--- config.mk ---
export PLATFORM = sky130hd
export DESIGN_NAME = spi_dac_tx
export DESIGN_NICKNAME = d
export VERILOG_FILES = /design/src/rtl/spi_dac_pkg.sv /design/src/rtl/spi_dac_sclk_gen.sv /design/src/rtl/spi_dac_tx.sv
export SDC_FILE = /design/constraint.sdc
export NUM_CORES = 1
export LEC_CHECK = 0
export ABC_AREA = 1
export CORE_MARGIN = 2
export CORE_UTILIZATION = 48
export CTS_BUF_LIST = sky130_fd_sc_hd__clkbuf_16
export DETAILED_ROUTE_END_ITERATION = 7
export PLACE_DENSITY = 0.75
export SLEW_MARGIN = 0
export SYNTH_ARGS = -nofsm -noshare
export SYNTH_HDL_FRONTEND = slang
export SYNTH_SLANG_ARGS = --single-unit
--- constraint.sdc ---
create_clock -name clk -period 1.4 [get_ports clk]
set_input_delay 0.21 -clock clk [delete_from_list [all_inputs] [get_ports clk]]
set_output_delay 0.21 -clock clk [all_outputs]
set_load 0.02 [all_outputs]
--- src/rtl/spi_dac_pkg.sv ---
// Shared types and constants for the serial DAC transmitter (spi_dac_tx).
// Holds the FSM state encoding, the fixed frame length and the DAC power-down mode codes.
package spi_dac_pkg;

    typedef enum logic [1:0] {
        IDLE  = 2'd0,
        SHIFT = 2'd1,
        GAP   = 2'd2
    } state_t;

    localparam int FRAME_BITS = 16;

    localparam logic [1:0] MODE_NORMAL  = 2'b00;
    localparam logic [1:0] MODE_PD_1K   = 2'b01;
    localparam logic [1:0] MODE_PD_100K = 2'b10;
    localparam logic [1:0] MODE_PD_HIZ  = 2'b11;

endpackage

--- src/rtl/spi_dac_sclk_gen.sv ---
// SCLK divider for spi_dac_tx: registered SCLK (high first half, low second half of each bit)
// plus fall_tick (SCLK falls next edge) and bit_end (last cycle of a bit) strobes.
module spi_dac_sclk_gen #(
    parameter int CLK_DIV = 10
) (
    input  logic clk,
    input  logic resetn,
    input  logic run,
    output logic sclk,
    output logic fall_tick,
    output logic bit_end
);

    localparam int CW = $clog2(CLK_DIV);
    localparam logic [CW-1:0] LAST = CW'(CLK_DIV - 1);
    localparam logic [CW-1:0] HALF = CW'(CLK_DIV / 2);

    logic [CW-1:0] cnt_q;
    logic [CW-1:0] cnt_d;

    // Counter parks at zero whenever the frame is not shifting, so each frame starts on a fresh bit.
    always_comb begin
        cnt_d = '0;
        if (run && cnt_q != LAST) begin
            cnt_d = cnt_q + 1'b1;
        end
    end

    always_ff @(posedge clk or negedge resetn) begin
        if (!resetn) begin
            cnt_q <= '0;
            sclk  <= 1'b1;
        end else begin
            cnt_q <= cnt_d;
            sclk  <= (cnt_d < HALF);
        end
    end

    assign fall_tick = run && (cnt_q == HALF - 1'b1);
    assign bit_end   = run && (cnt_q == LAST);

endmodule

--- src/rtl/spi_dac_tx.sv ---
// 3-wire (SYNC_N/SCLK/DIN) transmitter for DAC121S101-class DACs; 16-bit frames, MSB first.
// Optional macro SPI_DAC_TX_REPEAT_EN: retransmit the last frame when no new sample is offered.
module spi_dac_tx
    import spi_dac_pkg::*;
#(
    parameter int CLK_DIV = 10,
    parameter int DATA_W  = 12,
    parameter int GAP_CYC = CLK_DIV
) (
    input  logic              clk,
    input  logic              resetn,
    input  logic              i_valid,
    input  logic [DATA_W-1:0] i_data,
    input  logic [1:0]        i_mode,
    output logic              o_ready,
    output logic              o_busy,
    output logic              o_sync_n,
    output logic              o_sclk,
    output logic              o_din,
    output logic [1:0]        dbg_state
);

    // Handshake: a sample is taken on a clk edge where i_valid && o_ready; i_valid while
    // o_ready is low is ignored, and the source need not hold anything stable.

    localparam int RAW_W = 4 + DATA_W;
    localparam int GW    = $clog2(GAP_CYC + 1);
    localparam logic [3:0] LAST_BIT = 4'(FRAME_BITS - 1);
`ifdef SPI_DAC_TX_REPEAT_EN
    // One extra gap cycle stands in for the IDLE cycle, keeping the frame rate identical.
    localparam logic [GW-1:0] GAP_LAST = GW'(GAP_CYC);
`else
    localparam logic [GW-1:0] GAP_LAST = GW'(GAP_CYC - 1);
`endif

    state_t                state_q, state_d;
    logic [FRAME_BITS-2:0] sr_q;
    logic [3:0]            bit_cnt_q;
    logic [GW-1:0]         gap_cnt_q;
    logic                  gap_last;
    logic                  accept;
    logic                  bit_end;
    logic                  fall_tick;
    logic [RAW_W-1:0]      raw_word;
    logic [FRAME_BITS-1:0] new_word;
`ifdef SPI_DAC_TX_REPEAT_EN
    logic                  reload;
    logic [FRAME_BITS-1:0] word_q;
`endif

    assign raw_word = {2'b00, i_mode, i_data};
    generate
        if (RAW_W >= FRAME_BITS) begin : g_trunc
            assign new_word = raw_word[RAW_W-1 -: FRAME_BITS];
        end else begin : g_pad
            assign new_word = {raw_word, {(FRAME_BITS - RAW_W){1'b0}}};
        end
    endgenerate

    spi_dac_sclk_gen #(.CLK_DIV(CLK_DIV)) u_sclk (
        .clk       (clk),
        .resetn    (resetn),
        .run       (state_q == SHIFT),
        .sclk      (o_sclk),
        .fall_tick (fall_tick),
        .bit_end   (bit_end)
    );

    always_ff @(posedge clk or negedge resetn) begin
        if (!resetn) state_q <= IDLE;
        else         state_q <= state_d;
    end

    always_comb begin
        state_d  = state_q;
        gap_last = (state_q == GAP) && (gap_cnt_q == GAP_LAST);
        o_ready  = (state_q == IDLE);
`ifdef SPI_DAC_TX_REPEAT_EN
        reload   = 1'b0;
        if (gap_last) o_ready = 1'b1;
`endif
        accept   = i_valid && o_ready;
        case (state_q)
            IDLE:  if (accept) state_d = SHIFT;
            SHIFT: if (bit_end && bit_cnt_q == LAST_BIT) state_d = GAP;
            GAP: begin
                if (gap_last) begin
`ifdef SPI_DAC_TX_REPEAT_EN
                    state_d = SHIFT;
                    reload  = !i_valid;
`else
                    state_d = IDLE;
`endif
                end
            end
            default: state_d = IDLE;
        endcase
    end

    always_ff @(posedge clk or negedge resetn) begin
        if (!resetn) begin
            sr_q      <= '0;
            bit_cnt_q <= '0;
            gap_cnt_q <= '0;
            o_sync_n  <= 1'b1;
            o_din     <= 1'b0;
`ifdef SPI_DAC_TX_REPEAT_EN
            word_q    <= '0;
`endif
        end else begin
            if (accept) begin
                sr_q      <= new_word[FRAME_BITS-2:0];
                o_din     <= new_word[FRAME_BITS-1];
                o_sync_n  <= 1'b0;
                bit_cnt_q <= '0;
                gap_cnt_q <= '0;
`ifdef SPI_DAC_TX_REPEAT_EN
                word_q    <= new_word;
            end else if (reload) begin
                sr_q      <= word_q[FRAME_BITS-2:0];
                o_din     <= word_q[FRAME_BITS-1];
                o_sync_n  <= 1'b0;
                bit_cnt_q <= '0;
                gap_cnt_q <= '0;
`endif
            end else if (state_q == SHIFT && bit_end) begin
                // The 4-bit counter wraps back to zero on the final bit.
                bit_cnt_q <= bit_cnt_q + 1'b1;
                if (bit_cnt_q == LAST_BIT) begin
                    o_sync_n <= 1'b1;
                    o_din    <= 1'b0;
                end else begin
                    o_din <= sr_q[FRAME_BITS-2];
                    sr_q  <= {sr_q[FRAME_BITS-3:0], 1'b0};
                end
            end else if (state_q == GAP) begin
                gap_cnt_q <= gap_last ? '0 : gap_cnt_q + 1'b1;
            end
        end
    end

    // SCLK only falls while a frame is framed by SYNC_N.
    always_ff @(posedge clk) begin
        if (resetn && fall_tick) begin
            a_fall_in_frame: assert (!o_sync_n);
        end
    end

    assign o_busy    = (state_q != IDLE);
    assign dbg_state = state_q;

endmodule

* Word level (Yosys, flattened, before mapping)
Cells that the tools add are included.
** Word-level totals
- Logic and storage cells :: 58
- Register bits :: 32
- Output and inout port bits :: 7
** Cells by class
- Reductions and logical operators :: 15
- $add $sub $neg :: 3
- Order comparisons :: 1
- Muxes and demuxes :: 20
- Equality and inequality tests :: 11
** Operator list (count)
- 15-bit 2-to-1 mux :: 3
- 4-bit 2-to-1 mux :: 7
- 4-bit by 1-bit adder with 4-bit output (second input constant) :: 3
- 4-bit equality test (second input constant) :: 3
- 2-bit != test (second input constant) :: 4
- 2-bit nonzero test :: 4
- 1-bit logical AND :: 6
- 1-bit 2-to-1 mux :: 6
- 2-bit 2-to-1 mux :: 3
- 2-bit one-hot mux with 3 select lines :: 1
- 2-bit AND reduction :: 3
- 4-bit by 3-bit < comparator with 1-bit output (second input constant) :: 1
- 4-bit != test (second input constant) :: 1
- 3-bit AND reduction :: 1
- 2-bit by 1-bit equality test with 1-bit output (second input constant) :: 1
- 2-bit equality test (second input constant) :: 1
- 2-bit zero test :: 1
- 2-bit by 1-bit != test with 1-bit output (second input constant) :: 1

* Longest topological paths before layout
Gate-level depths: netlist (run 1).
- Word-level depth :: 6
- Mapped depth :: 9
- Depth with buffers taken out :: 8

* Hierarchy
Synthesis (run 1) repeated with hierarchy kept, for this count alone.
** Unflattened totals
- Cell total of the unflattened synthesis :: 221
- Area total of the unflattened synthesis :: 1735.4 um^2
** By module, submodules not included
- spi_dac_tx :: area each 1452.6 um^2, cells each 186, times used 1, seq. area each 676.9 um^2
- spi_dac_sclk_gen :: area each 282.8 um^2, cells each 35, times used 1, seq. area each 126.4 um^2

* Worst setup path before layout (run 1)
No wires, ideal clock.
- Path kind :: flip-flop to flip-flop
- Start point :: register state_q[0], in the netlist dbg_state[0]
- End point :: register sr_q[10]
- Arrival time :: 1.361 ns
- Data required time :: 1.335 ns
- Setup time :: 0.065 ns
- Path slack :: -0.026 ns
- Stages on the path, launching flop included :: 9
- Cell sequence :: dfrtp_1 -> nor2_2 -> nand2_2 -> inv_2 -> buf_6 -> nand2_1 -> nand2_1 -> nand2_1 -> nand2_1
** Between the ends
- Elaborated cells between the ends (all ways) :: 9
- Those cells by class :: eq/ne (2); mux (1); reduce/logical (6)
** RTL lines
- start: declaration :: RTL line spi_dac_tx.sv:36 : state_t state_q, state_d;
- start signal: assignment :: RTL line spi_dac_tx.sv:71 : else state_q <= state_d;
- 2-bit zero test * :: RTL line spi_dac_tx.sv:77 : o_ready = (state_q == IDLE);
- named net o_ready :: RTL line spi_dac_tx.sv:15 : output logic o_ready,
- 1-bit logical AND * :: RTL line spi_dac_tx.sv:82 : accept = i_valid && o_ready;
- 2-bit != test (no line) / 2-bit nonzero test (equally long branches)
- 2-bit AND reduction (no line)
- end signal: assignment :: RTL line spi_dac_tx.sv:112 : sr_q <= new_word[FRAME_BITS-2:0];
- end signal: assignment :: RTL line spi_dac_tx.sv:134 : sr_q <= {sr_q[FRAME_BITS-3:0], 1'b0};
- end: declaration :: RTL line spi_dac_tx.sv:37 : logic [FRAME_BITS-2:0] sr_q;
The timed path passes the listed nets; every way through them passes the cells marked *.
A chain may end at the register's enable or synchronous reset.

* Worst setup path in the final report (run 1)
- Start point :: register bit_cnt_q[0]
- End point :: register state_q[0], in the netlist dbg_state[0]
** Between the ends
- Longest elaborated chain between the ends :: 4
** Ends and longest elaborated chain
- start: declaration :: RTL line spi_dac_tx.sv:38 : logic [3:0] bit_cnt_q;
- start signal: assignment :: RTL line spi_dac_tx.sv:128 : bit_cnt_q <= bit_cnt_q + 1'b1;
- 4-bit equality test :: RTL line spi_dac_tx.sv:85 : SHIFT: if (bit_end && bit_cnt_q == LAST_BIT) state_d = GAP;
- 1-bit logical AND :: RTL line spi_dac_tx.sv:85
- 2-bit != test (no line)
- 3-bit AND reduction (no line)
No other way between the ends.

==> implementation parameters, run 1 <==
Parameter                              Value

Timing
  Final Hold Fails    0
  Setup-failing EPs final    0
  Final clock period utilization by the worst path    98.9%
  Max-Slew Margin vs Limit    84.2%
  Transition time of the tightest slew-check pin    0.236 ns
  Final setup skew    0.00893 ns
  Min Tclk post-route    1.38 ns
  Setup TNS after final layout    0 ns
  Unrepaired setup endpoints after global routing    true
  Achievable frequency    0.722 GHz
  Final Slew Violations    0

Route
  Initial DRC Count    75
  Detailed-route wire length on metal 1    1.55 mm
  Routed Antenna Nets    0
  Final wirelength    3.59 mm
  Met3 wire len    140 um
  DRT Pass-1 Iters    4
  Wire length on met2    1.80 mm
  Count of unresolved DRC violations after routing    0
  Vias per cell    4.98
  Highest routing layer actually used    met4
  Wire length per cell    12.2 um
  Via count of the routed design    1470

Pwr
  Share of total power consumed by net switching    19.4%
  Power per Cell Area    891 nW/um^2
  Internal Dissipation    1.61 mW
  Total power    1.99 mW
  Clock network power share    50.1%
  Cell leakage power    about 1.2 nW
  Combinational share of power    between 3 and 4%
  Switching pwr    387 uW
  Sequential share of power    46.5%
  VDD IR max    0.000677 V

Die
  Placeable core area    3310 sq um
  Starting utilization of the core area    49.3%
  Chip height    between 60 and 70 um
  Number of core rows    21
  I/O pin total    24
  Total die area    about 3900 sq um
  Die span in x    ~62 um

Global route
  Pin count of the biggest net entering global routing    33
  Initial antenna violation count    0
  Overall fraction of global-route tracks in use    between 10% and 20%
  Global route overflow    0
  First-pass GRT wire length    a little under 6 mm
  Vias in the first global route    1325

Placed design
  Cell count after placement    281
  Post-detailed-placement half-perimeter wirelength    2.29 mm
  Cell area after placement    1970 sq um
  Port Buffers    23
  Gp weighted congestion    0.833

Logic synthesis
  Area share of the largest cell type after synthesis    a little under half
  Post-Synthesis Net Count    231
  Biggest area consumer among synthesized cells    sky130_fd_sc_hd__dfrtp_1
  Number of library cell types mapped by synthesis    20
  Gate count of the mapped netlist    209
  Flip-flop and latch count after synthesis    32
  Most common cell in the netlist    sky130_fd_sc_hd__nand2_1
  Avg Cell Area, Syn    7.81 sq um
  Sequential element share of the synthesized area    between 40% and 50%
  Cells taking the most area after synthesis    sky130_fd_sc_hd__dfrtp_1 (46%), sky130_fd_sc_hd__nand2_1 (23%), sky130_fd_sc_hd__nand3_1 (7.4%)
  Synth top cells by count    sky130_fd_sc_hd__nand2_1 (99), sky130_fd_sc_hd__dfrtp_1 (30), sky130_fd_sc_hd__nand3_1 (24), sky130_fd_sc_hd__inv_1 (12), sky130_fd_sc_hd__nor2_1 (9)
  Number of warnings issued by yosys    0
  Area of the mapped netlist    approximately 1600 sq um
  Number of enable-type register cells in the synthesized netlist    0
  Share of async-settable or async-resettable flops after synthesis    100%
  Primary FF master, synth    sky130_fd_sc_hd__dfrtp_1

Layout
  Non-filler instance count after layout    295
  Area grow syn2layout    37.1%
  Area taken by flip-flops and latches    806 sq um
  Fraction of final layout cells sized beyond drive strength 1    17.3%
  Area of combinational cells with multiple inputs    796 sq um
  Antenna Cells    0
  Layout fillers    a little under 300
  Total number of nets in the final design    270
  Final Instance Area    2240 sq um

Job
  MaxCap Viol Count    0

Clock network
  Inserted Clock Buffers    5
  CTS H-Tree Depth    2
  Clock Sink Count    32
  Clock tree from TritonCTS    yes
  Clock Path Buffers    2
  Master cell of the clock root buffer    sky130_fd_sc_hd__clkbuf_16
  Worst-Skew Late Latency    around 0.28 ns
  CTS clk-pin slew, worst paths    about 0.050 ns

Worst setup path
  Endpoint type of the worst setup path    flop
  Critical path data required time    about 1.6 ns
  Arrival time of data at the critical path endpoint    approximately 1.5 ns
  R2r setup slk    0.02 ns
  Maximum fanout encountered on the critical timing path    5
  Path type of the worst setup path    flop to flop
  Crit start category    flop

Worst hold path
  Hold/Removal Path Class    input pin to asynchronous set/reset pin

Outcome
  Run status    completed
## cells by family (layout without fill, tap and decap cells)
logic type | Yosys count | after routing | synth area share [%]
and+or+nand+nor | 144 | 144 | 37.8
buffers and inverters | 20 | 60 | 5.98
AOI/OAI and AO/OA | 5 | 5 | 1.53
adders and majority gates | 5 | 5 | 3.83
DFF | 32 | 32 | 49.2
xor gates and xnor gates | 3 | 3 | 1.61
## worst max-delay path: stages (launching register included)
cell	delay [ns]
sky130_fd_sc_hd__dfrtp_1	0.43
sky130_fd_sc_hd__ha_2	0.26
sky130_fd_sc_hd__nand3_4	0.09
sky130_fd_sc_hd__buf_4	0.16
sky130_fd_sc_hd__nand3b_1	0.20
sky130_fd_sc_hd__nand2_1	0.08
sky130_fd_sc_hd__nand2_1	0.04
## cells in the final DEF (no fill, tap or decap), types with 2 or more instances in the layout
cell,n
sky130_fd_sc_hd__nand3_1,22
sky130_fd_sc_hd__ha_1,3
sky130_fd_sc_hd__xor2_1,3
sky130_fd_sc_hd__buf_4,9
sky130_fd_sc_hd__a21oi_1,3
sky130_fd_sc_hd__buf_6,2
sky130_fd_sc_hd__inv_1,13
sky130_fd_sc_hd__nand2_1,97
sky130_fd_sc_hd__inv_2,4
sky130_fd_sc_hd__nor2_1,7
sky130_fd_sc_hd__nand4_1,4
sky130_fd_sc_hd__dfstp_2,2
sky130_fd_sc_hd__nand3_4,2
sky130_fd_sc_hd__dlygate4sd2_1,5
sky130_fd_sc_hd__buf_12,2
sky130_fd_sc_hd__nand2_2,3
sky130_fd_sc_hd__dfrtp_1,28
sky130_fd_sc_hd__o21ai_0,2
sky130_fd_sc_hd__nand3b_1,2
sky130_fd_sc_hd__clkdlybuf4s50_1,16
sky130_fd_sc_hd__clkbuf_16,6
sky130_fd_sc_hd__nor2_4,4
sky130_fd_sc_hd__dfrtp_2,2
## sequential cells by signal (all words and copies together), names as in the netlist
register,cells
o_din,1
dbg_state,2
sr_q,15
bit_cnt_q,4
u_sclk.sclk,1
u_sclk.cnt_q,4
gap_cnt_q,4
o_sync_n,1
## power by group through the flow
stage | Sequential (mW) | Combinational, mW | Clock (mW)
after global routing | 0.926 | 0.0755 | 1.06
after CTS | 0.927 | 0.0706 | 1.02
after floorplan | 0.942 | 0.00000114 | 0
after detailed placement | 0.942 | 0.0697 | 0
final | 0.927 | 0.0690 | 0.998
after global placement | 0.942 | 0.0705 | 0
## repair_timing
action / 4_1_cts / 5_1_grt
pin swaps: 0 / 7
hold buffers: 0 / 0
cloned: 0 / 1
gates resized for setup: 7 / 24
setup endpoints to repair: 7 / 24
endpoints found under the hold margin: 0 / 0
buffers inserted: 0 / 5
## metal layers
metal / GRT usage [%] / vias to the layer above
met5: 0 / -
met4: 11.9 / 0
met3: 6.16 / 10
met2: 31.1 / 30
met1: 23.2 / 697
li1: - / 733
## stage by stage
step | hold slack, ns | worst slack, ns | utilization (%)
CTS | 0.314 | 0.00508 | 63.4
detailed placement | 0.462 | 0.0258 | 59.6
global route | 0.319 | -0.0663 | 67.6
finish | 0.305 | 0.0157 | 67.6
floorplan | -0.0856 | 0.0635 | -
global placement | 0.460 | 0.0486 | 59.6
## path summary, 6_finish.rpt
check,from,end,cells after the start
max,bit_cnt_q[0],dbg_state[0],6
min,resetn,gap_cnt_q[0],2
max reg2reg,bit_cnt_q[0],dbg_state[0],6
min reg2reg,o_din,o_din,2
max in group asynchronous,resetn,o_sync_n,2
min in group clk,o_din,o_din,2
## cell type report
| class | count | area share [%] |
|---|---|---|
| Timing Repair Buffer | 38 | 17.4 |
| Multi-Input combinational cell | 157 | 35.6 |
| Sequential cell | 32 | 36.0 |
| Clock buffer | 5 | 5.59 |
| Inverter | 14 | 2.35 |
| Clock inverter | 3 | 0.503 |
| Tap cell | 46 | 2.57 |
(Power assumes the default switching activity.)
==> run 2: changes to the inputs <==
- ABC_CLOCK_PERIOD_IN_PS: not set -> 1400
- SETUP_SLACK_MARGIN: not set -> 0.2
- TNS_END_PERCENT: not set -> 30
==> run 2 against run 1 <==
Against the previous run:
- clock skew fell by 0.0053 ns
- critical path depth fell by 4
- non-clock buffer count rose by 1
- clock power fell by 0.5%
- wire length fell by 3.3%
- count of clock-buffer cells in the layout did not move
- maximum frequency rose by 1.0%
- critical path type is now flop to output pin
- largest cell class is now multi-input gates
- highest routed layer unchanged
==> implementation parameters, run 2 (synthesis results as in run 1) <==
Parameter                              Value

Timing
  Setup-failing EPs final    0
  Final Slew Violations    0
  Achievable frequency    approximately 0.73 GHz
  Min Tclk post-route    between 1 and 1.5 ns
  Final setup skew    around 0.0036 ns
  Final Hold Fails    0
  Final clock period utilization by the worst path    97.9%
  Max-Slew Margin vs Limit    85.3%
  Transition time of the tightest slew-check pin    between 0.2 and 0.25 ns
  Unrepaired setup endpoints after global routing    true

Die
  Die span in x    62.3 um
  Chip height    62.3 um
  Placeable core area    3310 sq um
  Total die area    3880 sq um
  Number of core rows    21
  Starting utilization of the core area    49.3%
  I/O pin total    24

Pwr
  Total power    1.99 mW
  Switching pwr    381 uW
  Share of total power consumed by net switching    19.2%
  Clock network power share    49.9%
  VDD IR max    about 0.0007 V
  Internal Dissipation    roughly 1.6 mW
  Cell leakage power    1.21 nW
  Power per Cell Area    870 nW/um^2
  Combinational share of power    3.5%
  Sequential share of power    46.6%

Global route
  Global route overflow    0
  Overall fraction of global-route tracks in use    between 10% and 20%
  Initial antenna violation count    0
  Vias in the first global route    1372
  First-pass GRT wire length    6.07 mm
  Pin count of the biggest net entering global routing    33

Placed design
  Gp weighted congestion    0.755
  Port Buffers    23
  Post-detailed-placement half-perimeter wirelength    between 2 and 2.5 mm

Outcome
  Run status    completed

Worst setup path
  Maximum cell stage delay along the critical path    0.44 ns
  Critical path data required time    1.19 ns
  Arrival time of data at the critical path endpoint    1.16 ns
  CP top delay family    flip-flops
  Endpoint type of the worst setup path    output pin
  Buf+Inv Stages, Crit Path    1
  Critical path, cell by cell    nor2_4, dlygate4sd2_1
  Maximum fanout encountered on the critical timing path    4
  Path type of the worst setup path    flop to output pin
  Crit path max-delay cell type    sky130_fd_sc_hd__dfrtp_2
  Crit start category    flop

Layout
  Register with the highest flop count    sr_q
  Total number of nets in the final design    about 270
  Max reg flops    15
  Most common cell after layout, fill and taps aside    sky130_fd_sc_hd__nand2_1
  Antenna Cells    0
  Fraction of final layout cells sized beyond drive strength 1    25.1%
  Area grow syn2layout    40.2%
  Core Util, Final    69.1%
  Layout fillers    around 270
  Leading cell types in the layout, fill and taps excluded    sky130_fd_sc_hd__nand2_1 (94), sky130_fd_sc_hd__dfrtp_1 (28), sky130_fd_sc_hd__clkdlybuf4s50_1 (16), sky130_fd_sc_hd__inv_1 (14), sky130_fd_sc_hd__nand3_1 (13)

Clock network
  Clock Path Buffers    2
  Inserted Clock Buffers    5
  CTS H-Tree Depth    2
  Hold buffer count at CTS    0
  Master cell of the clock root buffer    sky130_fd_sc_hd__clkbuf_16
  Clock tree from TritonCTS    yes
  CTS clk-pin slew, worst paths    around 0.05 ns
  Clock Sink Count    32
  Worst-Skew Late Latency    0.27 ns

Worst hold path
  Hold/Removal Path Class    input pin to asynchronous set/reset pin

Route
  Final wirelength    3.47 mm
  Routed Antenna Nets    0
  Vias per cell    4.88
  Via count of the routed design    1449
  Count of unresolved DRC violations after routing    0
  DRT Pass-1 Iters    4
  Initial DRC Count    69
  Wire length per cell    between 10 and 15 um

Job
  MaxCap Viol Count    0
-- run 2: worst paths after layout --
path / from / endpoint / slack [ns] / depth (start not counted)
min reg2reg: o_din / o_din / 0.48 / 2
max: dbg_state[1] / o_ready / 0.03 / 2
max reg2reg: u_sclk.cnt_q[1] / sr_q[14] / 0.06 / 8
max in group asynchronous: resetn / o_sync_n / 0.86 / 2
min in group clk: o_din / o_din / 0.48 / 2
min: resetn / u_sclk.cnt_q[2] / 0.30 / 2
-- run 2: power groups by stage --
stage	combinational, mW	sequential [mW]	clock, mW
3_5_place_dp	0.0716	0.942	0
2_1_floorplan	0.00000198	0.942	0
6_report	0.0701	0.927	0.993
5_1_grt	0.0772	0.926	1.06
3_3_place_gp	0.0724	0.942	0
4_1_cts	0.0717	0.927	1.01
-- run 2: final cells by class --
cell class / count / area, sq um / share of cell area, %
Clock buffer: 5 / 125 / 5.47
Clock inverter: 3 / 11.3 / 0.492
Inverter: 14 / 57.6 / 2.52
Multi-Input combinational cell: 158 / 871 / 38.1
Sequential cell: 32 / 806 / 35.2
Tap cell: 46 / 57.6 / 2.52
Timing Repair Buffer: 39 / 359 / 15.7
-- run 2: stage by stage --
stage | hold WS (ns) | instances | setup slack (ns) | TNS, ns | instance area (sq um)
floorplan | -0.0856 | 209 | 0.109 | 0 | 1650
global placement | 0.458 | 283 | 0.0549 | 0 | 1990
detailed placement | 0.476 | 283 | 0.0436 | 0 | 1990
CTS | 0.304 | 294 | 0.0193 | 0 | 2150
global route | 0.314 | 297 | -0.0288 | -0.204 | 2290
finish | 0.299 | 297 | 0.0296 | 0 | 2290
-- run 2: layer usage --
| metal | wire length, um | track usage [%] | vias up |
|---|---|---|---|
| li1 | - | - | 737 |
| met1 | 1590 | 24.5 | 678 |
| met2 | 1690 | 32.9 | 29 |
| met3 | 142 | 4.71 | 5 |
| met4 | 53 | 8.61 | 0 |
| met5 | 0 | 0 | - |
-- run 2: timing repair --
item                       in CTS  in global routing
cloned                          0                  1
gates resized for setup        22                 34
setup buffers                   3                  2
pin swaps                       3                 15
setup endpoints to repair      33                 33
==> run 3: changes to the inputs <==
- CORE_MARGIN: 2 -> 10
==> run 3 against run 2 <==
Against the previous run:
- count of clock-buffer cells in the layout did not move
- sequential share of layout area shrank 0.55 points
- sequential cell count is the same
- maximum frequency grew 0.96%
- largest power group unchanged
- critical path depth grew 5
- cell area is 1.6% higher
- sequential power is essentially flat
- global-route usage down 7.4 points
- highest routed layer unchanged
- clock skew rose by 0.0027 ns
==> implementation parameters, run 3 (synthesis results as in run 1) <==
Parameter                              Value

Global route
  Layer with the highest usage    met2
  Initial antenna violation count    0
  First-pass GRT wire length    between 6 and 7 mm
  Global route overflow    0
  Global-route met1 utilization    between 10 and 15%
  Vias in the first global route    1392
  Overall fraction of global-route tracks in use    12.3%
  Global Route met2 Usage    19.0%
  Met3 track utilization from global routing    5.58%
  Pin count of the biggest net entering global routing    33

Route
  Via count of the routed design    1448
  Count of unresolved DRC violations after routing    0
  Initial DRC Count    55
  DRT Pass-1 Iters    4
  Wire length per cell    12.4 um
  Vias per cell    4.86
  Routed Antenna Nets    0
  Final wirelength    approximately 3.7 mm

Placed design
  Gp weighted congestion    0.794
  Post-detailed-placement half-perimeter wirelength    roughly 2.3 mm
  Port Buffers    23
  Pre-CTS setup slack    0.0252 ns
  Cell count after placement    283

Pwr
  Total power    2.00 mW
  Power per Cell Area    between 800 and 900 nW/um^2
  Cell leakage power    approximately 1.2 nW
  VDD IR max    0.000627 V

Layout
  Fraction of final layout cells sized beyond drive strength 1    23.8%
  Register with the highest flop count    sr_q
  Area grow syn2layout    42.4%
  Most common cell after layout, fill and taps aside    sky130_fd_sc_hd__nand2_1
  Total number of nets in the final design    273
  Leading cell types in the layout, fill and taps excluded    sky130_fd_sc_hd__nand2_1 (97), sky130_fd_sc_hd__dfrtp_1 (28), sky130_fd_sc_hd__clkdlybuf4s50_1 (16), sky130_fd_sc_hd__inv_1 (14), sky130_fd_sc_hd__nand3_2 (14)
  Antenna Cells    0
  Non-filler instance count after layout    298
  Max reg flops    15

Timing
  Unrepaired setup endpoints after global routing    true
  Final clock period utilization by the worst path    97.0%
  Achievable frequency    approximately 0.74 GHz
  Min setup slack post-route    around 0.043 ns
  Setup TNS after final layout    0 ns
  Setup-failing EPs final    0
  Max-Slew Margin vs Limit    84.2%
  Transition time of the tightest slew-check pin    0.236 ns
  Final setup skew    0.00635 ns
  Min Tclk post-route    1.36 ns
  Final Slew Violations    0
  Final Hold Fails    0

Clock network
  CTS clk-pin slew, worst paths    0.05 ns
  Clock Sink Count    32
  Clock Path Buffers    2
  Worst-Skew Late Latency    about 0.27 ns
  Clock tree from TritonCTS    yes
  CTS H-Tree Depth    2
  Inserted Clock Buffers    5
  Master cell of the clock root buffer    sky130_fd_sc_hd__clkbuf_16

Die
  Starting utilization of the core area    49.3%
  Die span in x    roughly 78 um
  Total die area    6130 sq um
  I/O pin total    24
  Placeable core area    3310 sq um
  Number of core rows    21
  Chip height    between 70 and 80 um

Worst setup path
  Maximum fanout encountered on the critical timing path    8
  Most frequent cell on the critical path    sky130_fd_sc_hd__buf_6
  Maximum cell stage delay along the critical path    approximately 0.43 ns
  Critical path, cell by cell    buf_6, nor2_4, buf_6, nand3_4, buf_8, nand3_2, nand2_1
  Crit path max-delay cell type    sky130_fd_sc_hd__dfrtp_2
  Path type of the worst setup path    flop to flop
  Crit start category    flop
  Buf+Inv Stages, Crit Path    3
  Critical path data required time    1.56 ns
  Endpoint type of the worst setup path    flop
  CP top delay family    buffers and inverters
  Arrival time of data at the critical path endpoint    1.52 ns

Outcome
  Run status    completed

Job
  MaxCap Viol Count    0

Worst hold path
  Hold/Removal Path Class    input pin to asynchronous set/reset pin
## run 3: cell types whose count changed in the layout (fill, tap and decap cells not counted), sizes merged
cell,change
clkinv,-1
clkbuf,-2
dlygate4sd2,+2
buf,+2
inv,+1
nand2,-1
## run 3: path summary, 6_finish.rpt
| kind | from | to | slack (ns) | cells past startpoint |
|---|---|---|---|---|
| max | dbg_state[1] | sr_q[8] | 0.04 | 7 |
| max reg2reg | dbg_state[1] | sr_q[8] | 0.04 | 7 |
| min reg2reg | o_din | o_din | 0.48 | 2 |
| max in group asynchronous | resetn | o_sync_n | 0.85 | 2 |
| min in group clk | o_din | o_din | 0.48 | 2 |
| min | resetn | u_sclk.cnt_q[2] | 0.31 | 2 |
## run 3: cell type report
type	instances	area, sq um
flip-flops and latches	32	806
repair buffers	41	392
clock buffers	5	125
well taps	46	57.6
multi-input cells	157	875
fillers	258	987
inverters	14	57.6
clock inverters	3	11.3
## run 3: power breakdown
group	internal [mW]	switching, mW
sequential	0.927	0
clock	0.637	0.361
combinational	0.0444	0.0252
total	1.61	0.387
## run 3: timing repair
item | 4_1_cts | 5_1_grt
hold buffers | 0 | 0
cloned | 0 | 0
endpoints found under the setup margin | 33 | 34
pin swaps | 4 | 11
resized for setup | 24 | 30
setup buffers | 2 | 5
## run 3: metal layers
layer	routed length [um]	up-vias
li1	-	740
met1	1650	673
met2	1780	31
met3	233	4
met4	50	0
met5	0	-
## run 3: per-stage QoR
step | hold WS, ns | cell area, sq um | utilization (%)
final | 0.307 | 2320 | 70.2
after CTS | 0.311 | 2150 | 64.9
after floorplan | -0.0856 | 1650 | -
after global routing | 0.327 | 2320 | 70.2
after global placement | 0.454 | 1990 | 60.0
after detailed placement | 0.467 | 1990 | 60.0
